--- src/rtl/multdiv_pkg.sv ---
// Shared types and constants for the multi-cycle signed multiply/divide unit.
// Optional feature macro used by the top: MULTDIV_RSTATUS_WB_EN.
package multdiv_pkg;

  localparam int DEFAULT_WIDTH      = 32;
  localparam int DEFAULT_REG_ADDR_W = 5;
  localparam int RSTATUS_REG        = 30;
  localparam int MULT_EXC           = 1;
  localparam int DIV_EXC            = 2;

  typedef enum logic [1:0] {
    IDLE = 2'd0,
    MULT = 2'd1,
    DIV  = 2'd2,
    DONE = 2'd3
  } state_t;

endpackage

--- src/rtl/multdiv_step.sv ---
// One combinational iteration: shift-add for multiply, restoring trial subtract for divide.
// {hi, lo} is the shared working pair: accumulator/multiplier or remainder/quotient.
module multdiv_step
  import multdiv_pkg::*;
#(
  parameter int WIDTH = DEFAULT_WIDTH
) (
  input  logic             div_mode,
  input  logic [WIDTH-1:0] hi,
  input  logic [WIDTH-1:0] lo,
  input  logic [WIDTH-1:0] operand,
  output logic [WIDTH-1:0] hi_next,
  output logic [WIDTH-1:0] lo_next
);

  logic [WIDTH:0]   sum;
  logic [WIDTH:0]   trial;
  logic [WIDTH-1:0] shifted;

  // Remainder stays below the divisor magnitude (<= 2^(WIDTH-1)), so hi's top bit is free to drop.
  always_comb begin
    sum     = {1'b0, hi} + (lo[0] ? {1'b0, operand} : {(WIDTH+1){1'b0}});
    shifted = {hi[WIDTH-2:0], lo[WIDTH-1]};
    trial   = {1'b0, shifted} - {1'b0, operand};
    if (div_mode) begin
      if (!trial[WIDTH]) begin
        hi_next = trial[WIDTH-1:0];
        lo_next = {lo[WIDTH-2:0], 1'b1};
      end else begin
        hi_next = shifted;
        lo_next = {lo[WIDTH-2:0], 1'b0};
      end
    end else begin
      hi_next = sum[WIDTH:1];
      lo_next = {sum[0], lo[WIDTH-1:1]};
    end
  end

endmodule

--- src/rtl/multdiv_unit.sv ---
// Multi-cycle signed multiply/divide unit feeding the register-file write port.
// Define MULTDIV_RSTATUS_WB_EN to redirect exceptional results to the status register.
module multdiv_unit
  import multdiv_pkg::*;
#(
  parameter int WIDTH      = DEFAULT_WIDTH,
  parameter int REG_ADDR_W = DEFAULT_REG_ADDR_W
) (
  input  logic                  clock,
  input  logic                  ctrl_reset,
  input  logic                  ctrl_MULT,
  input  logic                  ctrl_DIV,
  input  logic [WIDTH-1:0]      data_operandA,
  input  logic [WIDTH-1:0]      data_operandB,
  input  logic [REG_ADDR_W-1:0] ctrl_destReg,
  output logic                  busy,
  output logic [WIDTH-1:0]      data_result,
  output logic                  data_exception,
  output logic                  data_resultRDY,
  output logic                  wb_writeEnable,
  output logic [REG_ADDR_W-1:0] wb_writeReg,
  output logic [WIDTH-1:0]      wb_writeData
);

  localparam int CW = $clog2(WIDTH) + 1;

  state_t state, state_next;
  logic [CW-1:0]         cnt;
  logic [WIDTH-1:0]      hi, lo, opmag, hi_next, lo_next;
  logic                  neg, div_zero, div_ovf;
  logic [REG_ADDR_W-1:0] dest;

  logic                  start_ok, last_iter;
  logic [WIDTH-1:0]      mag_a, mag_b;
  logic [2*WIDTH-1:0]    prod_s;
  logic [WIDTH-1:0]      quot_s, fin_result, fin_data;
  logic                  fin_exc, fin_we;
  logic [REG_ADDR_W-1:0] fin_reg;

  multdiv_step #(.WIDTH(WIDTH)) u_step (
    .div_mode (state == DIV),
    .hi       (hi),
    .lo       (lo),
    .operand  (opmag),
    .hi_next  (hi_next),
    .lo_next  (lo_next)
  );

  // Start qualification and operand magnitudes (-min maps to 2^(WIDTH-1) unsigned).
  always_comb begin
    start_ok  = (state == IDLE) && (ctrl_MULT ^ ctrl_DIV);
    last_iter = (cnt == CW'(WIDTH));
    mag_a     = data_operandA[WIDTH-1] ? -data_operandA : data_operandA;
    mag_b     = data_operandB[WIDTH-1] ? -data_operandB : data_operandB;
  end

  // Next-state logic.
  always_comb begin
    state_next = state;
    case (state)
      IDLE:     state_next = start_ok ? (ctrl_MULT ? MULT : DIV) : IDLE;
      MULT,
      DIV:      state_next = last_iter ? DONE : state;
      DONE:     state_next = IDLE;
      default:  state_next = IDLE;
    endcase
  end

  // State register.
  always_ff @(posedge clock) begin
    if (ctrl_reset) state <= IDLE;
    else            state <= state_next;
  end

  // Sign correction, exception detection and writeback selection for the final edge.
  always_comb begin
    prod_s = {hi, lo};
    if (neg) prod_s = -prod_s;
    quot_s = neg ? -lo : lo;
    if (state == MULT) begin
      fin_result = prod_s[WIDTH-1:0];
      fin_exc    = (prod_s[2*WIDTH-1:WIDTH] != {WIDTH{prod_s[WIDTH-1]}});
    end else if (div_zero) begin
      fin_result = {WIDTH{1'b0}};
      fin_exc    = 1'b1;
    end else if (div_ovf) begin
      fin_result = {1'b1, {(WIDTH-1){1'b0}}};
      fin_exc    = 1'b1;
    end else begin
      fin_result = quot_s;
      fin_exc    = 1'b0;
    end
    fin_we   = !fin_exc && (dest != {REG_ADDR_W{1'b0}});
    fin_reg  = dest;
    fin_data = fin_result;
`ifdef MULTDIV_RSTATUS_WB_EN
    if (fin_exc) begin
      fin_we   = 1'b1;
      fin_reg  = REG_ADDR_W'(RSTATUS_REG);
      fin_data = (state == MULT) ? WIDTH'(MULT_EXC) : WIDTH'(DIV_EXC);
    end else begin
      fin_we   = fin_we;
    end
`endif
  end

  // Datapath registers and registered outputs.
  always_ff @(posedge clock) begin
    if (ctrl_reset) begin
      cnt            <= {CW{1'b0}};
      hi             <= {WIDTH{1'b0}};
      lo             <= {WIDTH{1'b0}};
      opmag          <= {WIDTH{1'b0}};
      neg            <= 1'b0;
      div_zero       <= 1'b0;
      div_ovf        <= 1'b0;
      dest           <= {REG_ADDR_W{1'b0}};
      busy           <= 1'b0;
      data_result    <= {WIDTH{1'b0}};
      data_exception <= 1'b0;
      data_resultRDY <= 1'b0;
      wb_writeEnable <= 1'b0;
      wb_writeReg    <= {REG_ADDR_W{1'b0}};
      wb_writeData   <= {WIDTH{1'b0}};
    end else begin
      case (state)
        IDLE: begin
          if (start_ok) begin
            cnt      <= {CW{1'b0}};
            hi       <= {WIDTH{1'b0}};
            lo       <= ctrl_MULT ? mag_b : mag_a;
            opmag    <= ctrl_MULT ? mag_a : mag_b;
            neg      <= data_operandA[WIDTH-1] ^ data_operandB[WIDTH-1];
            div_zero <= (data_operandB == {WIDTH{1'b0}});
            div_ovf  <= (data_operandA == {1'b1, {(WIDTH-1){1'b0}}}) &&
                        (data_operandB == {WIDTH{1'b1}});
            dest     <= ctrl_destReg;
            busy     <= 1'b1;
          end
        end
        MULT, DIV: begin
          if (last_iter) begin
            data_result    <= fin_result;
            data_exception <= fin_exc;
            data_resultRDY <= 1'b1;
            wb_writeEnable <= fin_we;
            wb_writeReg    <= fin_reg;
            wb_writeData   <= fin_data;
          end else begin
            hi  <= hi_next;
            lo  <= lo_next;
            cnt <= cnt + 1'b1;
          end
        end
        DONE: begin
          busy           <= 1'b0;
          data_exception <= 1'b0;
          data_resultRDY <= 1'b0;
          wb_writeEnable <= 1'b0;
          wb_writeReg    <= {REG_ADDR_W{1'b0}};
          wb_writeData   <= {WIDTH{1'b0}};
        end
        default: busy <= 1'b0;
      endcase
    end
  end

endmodule

--- config.mk ---
export PLATFORM = sky130hd
export DESIGN_NAME = multdiv_unit
export DESIGN_NICKNAME = d
export VERILOG_FILES = /design/src/rtl/multdiv_pkg.sv /design/src/rtl/multdiv_step.sv /design/src/rtl/multdiv_unit.sv
export SDC_FILE = /design/constraint.sdc
export NUM_CORES = 1
export LEC_CHECK = 0
export BUFFER_PORTS_ARGS = -buffer_cell sky130_fd_sc_hd__buf_2
export CORE_ASPECT_RATIO = 1.2
export CORE_MARGIN = 2
export CORE_UTILIZATION = 40
export DETAILED_ROUTE_END_ITERATION = 10
export HOLD_SLACK_MARGIN = 0.1
export PLACE_DENSITY_LB_ADDON = 0.15
export REMOVE_ABC_BUFFERS = 1
export SYNTH_ARGS = -nofsm -noshare
export SYNTH_HDL_FRONTEND = slang
export SYNTH_HIERARCHICAL = 1
export SYNTH_SLANG_ARGS = --single-unit
--- constraint.sdc ---
create_clock -name clock -period 11.8 [get_ports clock]
set_input_delay 2.36 -clock clock [delete_from_list [all_inputs] [get_ports clock]]
set_output_delay 2.36 -clock clock [all_outputs]
set_load 0.02 [all_outputs]
; ---- After elaboration in Yosys (flattened, before gate mapping)
; Cells that the tools add are included.
[op_classes]
n_addsub = 7
n_eq_ne = 10
n_mux = 42
n_bitwise = 2
n_reduce_logical = 16
[ops]
columns = op, n
row1 = $mux W32, 17
row2 = $pmux W32 S2, 3
row3 = $neg A32 Y32, 3
row4 = $eq A32 B32 Y1 const B, 2
row5 = $mux W64, 1
row6 = $neg A64 Y64, 1
row7 = $add A32 B33 Y33, 1
row8 = $sub A32 B32 Y33, 1
row9 = $logic_not A32 Y1, 1
row10 = $ne A32 B32 Y1, 1
row11 = $mux W6, 2
row12 = $pmux W6 S2, 1
row13 = $pmux W5 S2, 1
row14 = $mux W1, 8
row15 = $pmux W1 S2, 4
row16 = $reduce_and A2 Y1, 4
row17 = $add A6 B1 Y6 const B, 1
row18 = $eq A6 B6 Y1 const B, 1
row19 = $mux W2, 3
row20 = $ne A2 B2 Y1 const B, 3
row21 = $pmux W2 S3, 1
row22 = $reduce_bool A2 Y1, 3
row23 = $mux W5, 1
row24 = $reduce_bool A5 Y1, 1
row25 = 8 further kinds, 12
[word_totals]
register_bits = 185
input_bits = 73
output_inout_bits = 73
elab_cells = 93

; ---- Logic depth before layout (Yosys ltp)
; Gate-level depths: netlist (run 1).
[logic_depth]
word_depth = 8
depth_mapped = 17
mapped_depth_nobuf = 15

; ---- By module
; The synthesis (run 1) kept the hierarchy.
[by_module_without_submodules]
columns = module, instances, cells_per_inst, area_each_um2, seq_area_each_um2
row1 = multdiv_unit, 1, 1432, 10782.8, 3703.6
row2 = multdiv_step, 1, 675, 4754.6, 0.0

; ---- Worst setup path after synthesis (run 1)
; Ideal clock, no wire load.
[synth_path]
path_type = in2reg
startpoint = in data_operandB[14]
endpoint = reg lo[30]
setup_time_ns = 0.133
arrival_time_ns = 4.995
required_time_ns = 11.667
path_slack_ns = 6.672
stages = 10
n_path_buf = 0
path_cell_list = or4_1 or4_1 or3_1 or2_2 nand2b_1 o41ai_1 xor2_1 nand2_1 o211ai_1 a31oi_1
[synth_via]
elab_chain_len = 5
[synth_rtl]
columns = item, line_no
row1 = from (decl), multdiv_unit.sv:14  ; input logic [WIDTH-1:0] data_operandB,
row2 = $neg A32 Y32, multdiv_unit.sv:54  ; mag_b = data_operandB[WIDTH-1] ? -data_operandB : data_operandB;
row3 = $mux W32, multdiv_unit.sv:54
row4 = $mux W32, multdiv_unit.sv:131  ; lo <= ctrl_MULT ? mag_b : mag_a;
row5 = $mux W32, multdiv_unit.sv:128  ; if (start_ok) begin
row6 = $pmux W32 S2, multdiv_unit.sv:126  ; case (state)
row7 = to (signal assigned), multdiv_unit.sv:112  ; lo <= {WIDTH{1'b0}};
row8 = to (signal assigned), multdiv_unit.sv:131
row9 = to (signal assigned), multdiv_unit.sv:151  ; lo <= lo_next;
row10 = to (decl), multdiv_unit.sv:29  ; logic [WIDTH-1:0] hi, lo, opmag, hi_next, lo_next;
; Every way passes these cells. The select of a mux whose other input is x is not followed.
; A chain may end at the register's enable or synchronous reset.

; ---- Worst setup path in the final report (run 1)
[layout_path]
startpoint = reg lo[0]
endpoint = reg data_exception
[layout_via]
elab_chain_len = 6
[layout_rtl]
columns = item, line_no
row1 = $neg A64 Y64, multdiv_unit.sv:78  ; if (neg) prod_s = -prod_s;
row2 = $mux W64, multdiv_unit.sv:78
row3 = $ne A32 B32 Y1, multdiv_unit.sv:82  ; fin_exc = (prod_s[2*WIDTH-1:WIDTH] != {WIDTH{prod_s[WIDTH-1]}});
row4 = $mux W1, multdiv_unit.sv:80  ; if (state == MULT) begin
row5 = $mux W1, multdiv_unit.sv:142  ; if (last_iter) begin
row6 = $pmux W1 S2, multdiv_unit.sv:126
row7 = to (signal assigned), multdiv_unit.sv:144  ; data_exception <= fin_exc;
row8 = to (decl), multdiv_unit.sv:18  ; output logic data_exception,
; Every way passes these cells. The select of a mux whose other input is x is not followed.

==> results_tabular.tex, run 1 <==
\begin{tabular}{lr}
\hline
Metric & Value \\
\hline
\multicolumn{2}{l}{\textbf{Route}} \\
Routed Wire Length & 54650 µm \\
Number of detailed-route iterations in the first pass & 8 \\
Final routed wire length divided by cell count & 20.59 µm \\
Initial detailed-routing violation count & 1124 \\
Total via count after detailed routing & 15870 \\
Drc violations & 0 \\
Number of nets with antenna violations after detailed routing & 0 \\
Average vias per placed instance & 5.981 \\
\multicolumn{2}{l}{\textbf{Power}} \\
Internal power component & 0.001886 W \\
Total net switching power & 0.002007 W \\
Areal power density over the cells & 227.1 mW/mm² \\
Switching power as a share of total power & 51.55\% \\
Portion of total power attributed to sequential cells & 24.3\% \\
Share of total power in the clock network & 15.2\% \\
Leak & 7.086 nW \\
Peak supply drop & 0.0001047 V \\
Logic gate share of total power & 60.6\% \\
\multicolumn{2}{l}{\textbf{Logic synthesis}} \\
Mean post-synth cell area & 7.374 µm² \\
Post-Syn Instances & 2107 \\
Post-synthesis instance area & 0.01554 mm² \\
Fraction of registers with async set/reset & 0\% \\
Biggest area consumer among synthesized cells & dfxtp\_1 \\
Leading cell types by count after synthesis & 260 x nand2\_1, 227 x nor2\_1, 189 x a21oi\_1, 185 x dfxtp\_1, 123 x clkbuf\_1 \\
Primary FF master, synth & dfxtp\_1 \\
Number of warning messages in the yosys log & 6 \\
Share of synthesized area occupied by flip-flops and latches & 23.84\% \\
Yosys cell types & 88 \\
Top cells by area in the synthesized netlist & dfxtp\_1 24\%, nand2\_1 6.3\%, a21oi\_1 6.1\% \\
Post-synthesis sequential element count & 185 \\
Area fraction of the dominant cell type after synthesis & 23.84\% \\
Most instantiated library cell after synthesis & nand2\_1 \\
Post-synth EDFFs & 0 \\
\multicolumn{2}{l}{\textbf{STA}} \\
Crit share post-route & 46.60\% \\
Max-slew violation total from the final report & 0 \\
Unrepaired setup endpoints after global routing & false \\
Worst hold slack after final layout & 0.4530 ns \\
Final hold viol count & 0 \\
Sum of negative setup slack & 0 ns \\
Worst-Margin Slew & 1.194 ns \\
Slew headroom & 20.20\% \\
F\_max & 181.9 MHz \\
Setup-failing EPs final & 0 \\
Final Skew & 0.01451 ns \\
Post-route minimum period & 5.499 ns \\
\multicolumn{2}{l}{\textbf{Global route}} \\
Largest net degree at the start of global routing & 75 \\
GR Overflow Total & 0 \\
Number of antenna violations at the first check in global routing & 2 \\
Global-route wire length before repair & 84650 µm \\
Number of global-route vias before repair & 14890 \\
Overall routing resource usage & 26.68\% \\
\multicolumn{2}{l}{\textbf{Setup path}} \\
Req. time, crit path & 12.15 ns \\
Element type at the critical path start & flip-flop \\
Worst-case reg-to-reg path depth & 13 \\
Critical path cell sequence & buf\_4, inv\_1, ha\_1, nor4b\_1, and2\_1, nand4\_1, o31ai\_4, nor4b\_4, or4b\_1, or4\_1, or4b\_1, or4\_4, a32o\_1 \\
Crit path kind & reg -> reg \\
Endpoint of the most critical register-to-register path & data\_exception \\
Arrival @ worst endpoint & 5.85 ns \\
Peak per-stage delay on the critical path & 0.62 ns \\
Worst-case register-to-register setup slack & 6.30 ns \\
Worst-path cell with the longest stage delay & nand4\_1 \\
Peak fanout along the critical path & 37 \\
Count of buffer and inverter cells on the critical path & 2 \\
R2r startpoint & lo[0] \\
Largest delay contributor family on the critical path & simple AND/OR/NAND/NOR gates \\
Cell type with the highest occurrence count on the critical path & or4b\_1 \\
Crit. End Element & flip-flop \\
\multicolumn{2}{l}{\textbf{Outcome}} \\
Outcome & finished clean \\
\multicolumn{2}{l}{\textbf{Clock tree}} \\
Latest clock arrival within the worst-skew pair & 0.47 ns \\
Level count of the clock H-tree & 4 \\
Number of gates given a new drive strength after cts & 0 \\
Clock buffer count from CTS & 17 \\
Buffer levels on the longest clock path & 2 \\
Cell chosen for the clock root & clkbuf\_16 \\
Post-CTS clock slew at the launch and capture registers of the worst setup and hold paths & 0.08 ns \\
Post-cts hold buffer count & 0 \\
Buffers inserted during post-CTS setup optimization & 0 \\
CTS Sinks & 185 \\
Clock tree from TritonCTS & built \\
\multicolumn{2}{l}{\textbf{Min path}} \\
Sink of the worst hold path & data\_result[27] \\
Startpoint of the most critical hold path & data\_result[27] \\
Class of the tightest hold or removal check & reg -> reg \\
Worst Hold Path Cells & 2 \\
\multicolumn{2}{l}{\textbf{Die}} \\
Die area & 0.04044 mm² \\
Number of rows created at floorplan & 79 \\
Top Ports & 146 \\
Placeable core area & 0.03855 mm² \\
Initial Utilization & 40.31\% \\
Die Y & 219.9 µm \\
Horizontal die dimension & 183.9 µm \\
\multicolumn{2}{l}{\textbf{Cells and area}} \\
Area growth from synthesis to layout & 10.31\% \\
Ratio of cells with drive above 1 in the final layout & 12.74\% \\
Post-route design area & 0.01714 mm² \\
Final layout net count & 2302 \\
\multicolumn{2}{l}{\textbf{Place}} \\
Number of buffers added on ports & 145 \\
Post-DP HPWL & 40570 µm \\
Cell area after placement & 0.01654 mm² \\
Final weighted congestion of routability-driven global placement & 0.9482 \\
\multicolumn{2}{l}{\textbf{Run}} \\
Max-cap violation count & 0 \\
\hline
\end{tabular}
## registers in the layout (all words and copies together), names as in the netlist
| signal | cells |
|---|---|
| busy | 1 |
| wb_writeData | 32 |
| state | 2 |
| wb_writeEnable | 1 |
| div_ovf | 1 |
| dest | 5 |
| lo | 32 |
| data_result | 32 |
| hi | 32 |
| cnt | 6 |
| opmag | 32 |
| wb_writeReg | 5 |
| neg | 1 |
| div_zero | 1 |
| data_exception | 1 |
| data_resultRDY | 1 |
## routing by layer
metal	vias up	wire length, µm	track usage [%]
met4	2	2307	12.51
met3	120	2750	3.206
li1	7713	-	-
met5	-	13	0
met1	7473	23170	32.65
met2	566	26410	46.52
## stage by stage
stage	instances	util, %	power, W	setup WS, ns
2_1_floorplan	1970	-	0.002584	6.370
3_3_place_gp	2620	42.91	0.003262	6.111
3_5_place_dp	2620	42.91	0.003274	6.036
4_1_cts	2652	44.45	0.003879	6.374
5_1_grt	2653	44.45	0.004177	6.162
6_report	2654	44.46	0.003893	6.301
## cell usage in the layout, fill, tap and decap left out, types with 7 or more instances in the layout
cell type  instances
nand2_1          260
nor2_1           225
a21oi_1          187
dfxtp_1          184
buf_2            144
xor2_1           100
o21ai_0           85
xnor2_1           82
ha_1              72
inv_1             65
a211oi_1          56
nor3_1            45
a22oi_1           43
and2_1            42
mux2i_1           41
o31ai_1           38
nand3_1           37
nand4_1           32
mux2_2            30
nor4_1            26
or3_1             24
o41ai_1           22
a221oi_1          22
a21o_1            22
buf_4             20
o22ai_1           19
nand2b_1          18
clkbuf_16         17
or4_1             15
o211ai_1          13
a31oi_1           13
o21a_1            13
o21bai_1          10
o21ai_1            9
nor2b_1            7
and3_1             7
## worst max path at each step
stage | from | endpoint | slack, ns | cells after the start
after floorplan | ctrl_MULT | cnt[0] | 6.37 | 4
after global placement | data_operandA[8] | opmag[28] | 6.11 | 11
after detailed placement | data_operandA[8] | opmag[28] | 6.04 | 11
after CTS | lo[0] | data_exception | 6.37 | 13
after global routing | lo[0] | wb_writeEnable | 6.16 | 13
final | lo[0] | data_exception | 6.30 | 13
## cell families (layout without fill, tap and decap cells)
| group | Yosys count | after routing | synth area share (%) |
|---|---|---|---|
| buffers and inverters | 203 | 262 | 5.130 |
| DFF | 185 | 185 | 23.84 |
| adders and majority gates | 76 | 76 | 6.217 |
| muxes | 71 | 71 | 4.816 |
| xor gates and xnor gates | 182 | 182 | 10.26 |
| AOI/OAI and AO/OA | 615 | 615 | 26.08 |
| and+or+nand+nor | 775 | 775 | 23.67 |
| other | 0 | 2 | 0 |
## power by group through the flow
stage	clock network (W)	registers, W	logic (W)
after floorplan	0	0.000886	0.00170
after global placement	0	0.000950	0.00231
after detailed placement	0	0.000953	0.00232
after CTS	0.000604	0.000938	0.00234
after global routing	0.000626	0.000962	0.00259
final	0.000591	0.000945	0.00236
## area by class of cell
class | count | area (µm²)
clock inverter | 14 | 152.6
sequential | 185 | 3705
fill | 3975 | 21410
antenna | 2 | 5.005
multi-input combinational | 1719 | 11110
timing repair buffer | 164 | 870.8
clock buffer | 18 | 439.2
inverter | 66 | 247.7
tap | 486 | 608.1
## tightest hold or removal path, delay by kind of cell, from the launching register on
kind	cells	cell delay, ns
flops	1	0.31
compound gates	1	0.05
simple gates	1	0.05
Power figures use the tool's default switching activity.
==> run 2, diff against run 1 <==
clock period = 5.1 ns   (was 11.8 ns; I/O delays follow)
==> results_tabular.tex, run 2 (synthesized netlist as in run 1, its figures left out) <==
\begin{tabular}{lr}
\hline
Metric & Value \\
\hline
\multicolumn{2}{l}{\textbf{STA}} \\
F\_max & 213.4 MHz (was 181.9 MHz) \\
Unrepaired setup endpoints after global routing & false (unchanged) \\
Post-route minimum period & 4.685 ns (was 5.499 ns) \\
Worst-Margin Slew & 1.063 ns (was 1.194 ns) \\
Setup-failing EPs final & 0 (unchanged) \\
Worst hold slack after final layout & 0.4529 ns (was 0.4530 ns) \\
Crit share post-route & 91.86\% (was 46.60\%) \\
Slew headroom & 28.49\% (was 20.20\%) \\
Sum of negative setup slack & 0 ns (unchanged) \\
Final Skew & 0.01454 ns (was 0.01451 ns) \\
Max-slew violation total from the final report & 0 (unchanged) \\
Final hold viol count & 0 (unchanged) \\
\multicolumn{2}{l}{\textbf{Setup path}} \\
Peak per-stage delay on the critical path & 0.63 ns (was 0.62 ns) \\
Crit path kind & reg -> reg (unchanged) \\
Worst-path cell with the longest stage delay & or4\_1 (was nand4\_1) \\
Worst-case reg-to-reg path depth & 10 (was 13) \\
Req. time, crit path & 5.47 ns (was 12.15 ns) \\
Element type at the critical path start & flip-flop (unchanged) \\
Crit. End Element & flip-flop (unchanged) \\
Peak fanout along the critical path & 8 (was 37) \\
Endpoint of the most critical register-to-register path & wb\_writeEnable (was data\_exception) \\
Critical path cell sequence & or4\_4, or3\_1, or4\_1, nand4b\_4, nor4b\_4, or4b\_1, or4\_1, or4b\_1, or4\_4, a221oi\_2 (was buf\_4, inv\_1, ha\_1, nor4b\_1, and2\_1, nand4\_1, o31ai\_4, nor4b\_4, or4b\_1, or4\_1, or4b\_1, or4\_4, a32o\_1) \\
Arrival @ worst endpoint & 5.06 ns (was 5.85 ns) \\
Worst-case register-to-register setup slack & 0.41 ns (was 6.30 ns) \\
R2r startpoint & lo[10] (was lo[0]) \\
\multicolumn{2}{l}{\textbf{Place}} \\
Final weighted congestion of routability-driven global placement & 0.9437 (was 0.9482) \\
Post-DP HPWL & 42620 µm (was 40570 µm) \\
Number of buffers added on ports & 145 (unchanged) \\
Count of placed standard cells including taps & 2664 (was 2620) \\
\multicolumn{2}{l}{\textbf{Cells and area}} \\
Diodes inserted & 0 (was 2) \\
Final layout net count & 2346 (was 2302) \\
Area growth from synthesis to layout & 12.62\% (was 10.31\%) \\
Most common cell after layout, fill and taps aside & nand2\_1 (unchanged) \\
Commonest cells after routing, fill and taps aside & 260 x nand2\_1, 225 x nor2\_1, 188 x a21oi\_1, 184 x dfxtp\_1, 144 x buf\_2 (was 260 x nand2\_1, 225 x nor2\_1, 187 x a21oi\_1, 184 x dfxtp\_1, 144 x buf\_2) \\
Final Non-Filler Cells & 2696 (was 2654) \\
Ratio of cells with drive above 1 in the final layout & 14.43\% (was 12.74\%) \\
\multicolumn{2}{l}{\textbf{Route}} \\
Drc violations & 0 (unchanged) \\
Initial detailed-routing violation count & 1111 (was 1124) \\
Total via count after detailed routing & 15950 (was 15870) \\
Number of nets with antenna violations after detailed routing & 0 (unchanged) \\
Met2 routed wirelength & 27260 µm (was 26410 µm) \\
Top routing layer in use & met4 (was met5) \\
Average vias per placed instance & 5.916 (was 5.981) \\
Number of detailed-route iterations in the first pass & 8 (unchanged) \\
Routed length on met1 & 23880 µm (was 23170 µm) \\
Final routed wire length divided by cell count & 20.54 µm (was 20.59 µm) \\
Routed Wire Length & 55360 µm (was 54650 µm) \\
Met3 layer wire length in the routed design & 2394 µm (was 2750 µm) \\
\multicolumn{2}{l}{\textbf{Clock tree}} \\
Buffer levels on the longest clock path & 2 (unchanged) \\
Clock tree from TritonCTS & built (unchanged) \\
Cell chosen for the clock root & clkbuf\_16 (unchanged) \\
Number of gates given a new drive strength after cts & 0 (unchanged) \\
Post-CTS clock slew at the launch and capture registers of the worst setup and hold paths & 0.08 ns (about the same) \\
Latest clock arrival within the worst-skew pair & 0.46 ns (was 0.47 ns) \\
Buffers inserted during post-CTS setup optimization & 0 (unchanged) \\
Clock buffer count from CTS & 17 (unchanged) \\
Post-cts hold buffer count & 0 (unchanged) \\
CTS Sinks & 185 (unchanged) \\
Level count of the clock H-tree & 4 (unchanged) \\
\multicolumn{2}{l}{\textbf{Global route}} \\
Number of global-route vias before repair & 14920 (was 14890) \\
Largest net degree at the start of global routing & 69 (was 75) \\
Global-route wire length before repair & 84640 µm (was 84650 µm) \\
Number of antenna violations at the first check in global routing & 0 (was 2) \\
GR Overflow Total & 0 (unchanged) \\
Overall routing resource usage & 26.73\% (was 26.68\%) \\
\multicolumn{2}{l}{\textbf{Power}} \\
Areal power density over the cells & 527.9 mW/mm² (was 227.1 mW/mm²) \\
Peak supply drop & 0.0004131 V (was 0.0001047 V) \\
Leak & 7.329 nW (was 7.086 nW) \\
\multicolumn{2}{l}{\textbf{Outcome}} \\
Outcome & finished clean (unchanged) \\
\multicolumn{2}{l}{\textbf{Min path}} \\
Worst Hold Path Cells & 2 (unchanged) \\
Startpoint of the most critical hold path & data\_result[8] (was data\_result[27]) \\
Sink of the worst hold path & data\_result[8] (was data\_result[27]) \\
Class of the tightest hold or removal check & reg -> reg (unchanged) \\
\multicolumn{2}{l}{\textbf{Die}} \\
Number of rows created at floorplan & 79 (unchanged) \\
Die Y & 219.9 µm (unchanged) \\
Die area & 0.04044 mm² (unchanged) \\
Initial Utilization & 40.31\% (unchanged) \\
Top Ports & 146 (unchanged) \\
Placeable core area & 0.03855 mm² (unchanged) \\
Horizontal die dimension & 183.9 µm (unchanged) \\
\multicolumn{2}{l}{\textbf{Run}} \\
Max-cap violation count & 0 (unchanged) \\
\hline
\end{tabular}
run 2: worst max-delay path, delay by kind of cell, from the launching register on:
kind               cells  cell delay [ns]
and+or+nand+nor        9             3.95
AOI/OAI and AO/OA      1             0.25
DFF                    1             0.39
run 2: stage by stage:
stage	utilization, %	power (W)	setup slack [ns]	area, µm²
floorplan	-	0.005978	0.4678	14990
global placement	43.77	0.007752	0.5015	16870
detailed placement	43.77	0.007759	0.4584	16870
CTS	45.39	0.009182	0.4282	17500
global route	45.39	0.009898	0.2157	17500
finish	45.39	0.009236	0.4149	17500
run 2: area by class of cell:
class | count | area [µm²]
multi-input combinational | 1719 | 11100
tap | 486 | 608.1
inverter | 66 | 247.7
clock buffer | 17 | 425.4
fill | 3994 | 21050
clock inverter | 15 | 197.7
sequential | 185 | 3705
timing repair buffer | 208 | 1214
run 2: report_power, final:
group          switching (W)  leakage [nW]  internal [W]  total (W)
logic                0.00360          5.52       0.00215    0.00575
clock network       0.000730         0.302      0.000673    0.00140
registers           0.000392          1.51       0.00169    0.00209
total                0.00472          7.33       0.00452    0.00924
run 2: worst max-delay path by stage:
stage / from / end / slack, ns / cells past startpoint
detailed placement: lo[10] / wb_writeEnable / 0.46 / 10
CTS: lo[10] / wb_writeEnable / 0.43 / 10
global placement: lo[10] / data_exception / 0.50 / 10
finish: lo[10] / wb_writeEnable / 0.41 / 10
global route: lo[10] / wb_writeEnable / 0.22 / 11
floorplan: state[0] / lo[13] / 0.47 / 6
run 2: per-layer routing:
layer / vias to the layer above / track usage, %
met2: 461 / 47.79
met4: 0 / 10.48
met1: 7598 / 33.03
met3: 84 / 2.396
li1: 7806 / -
met5: - / 0
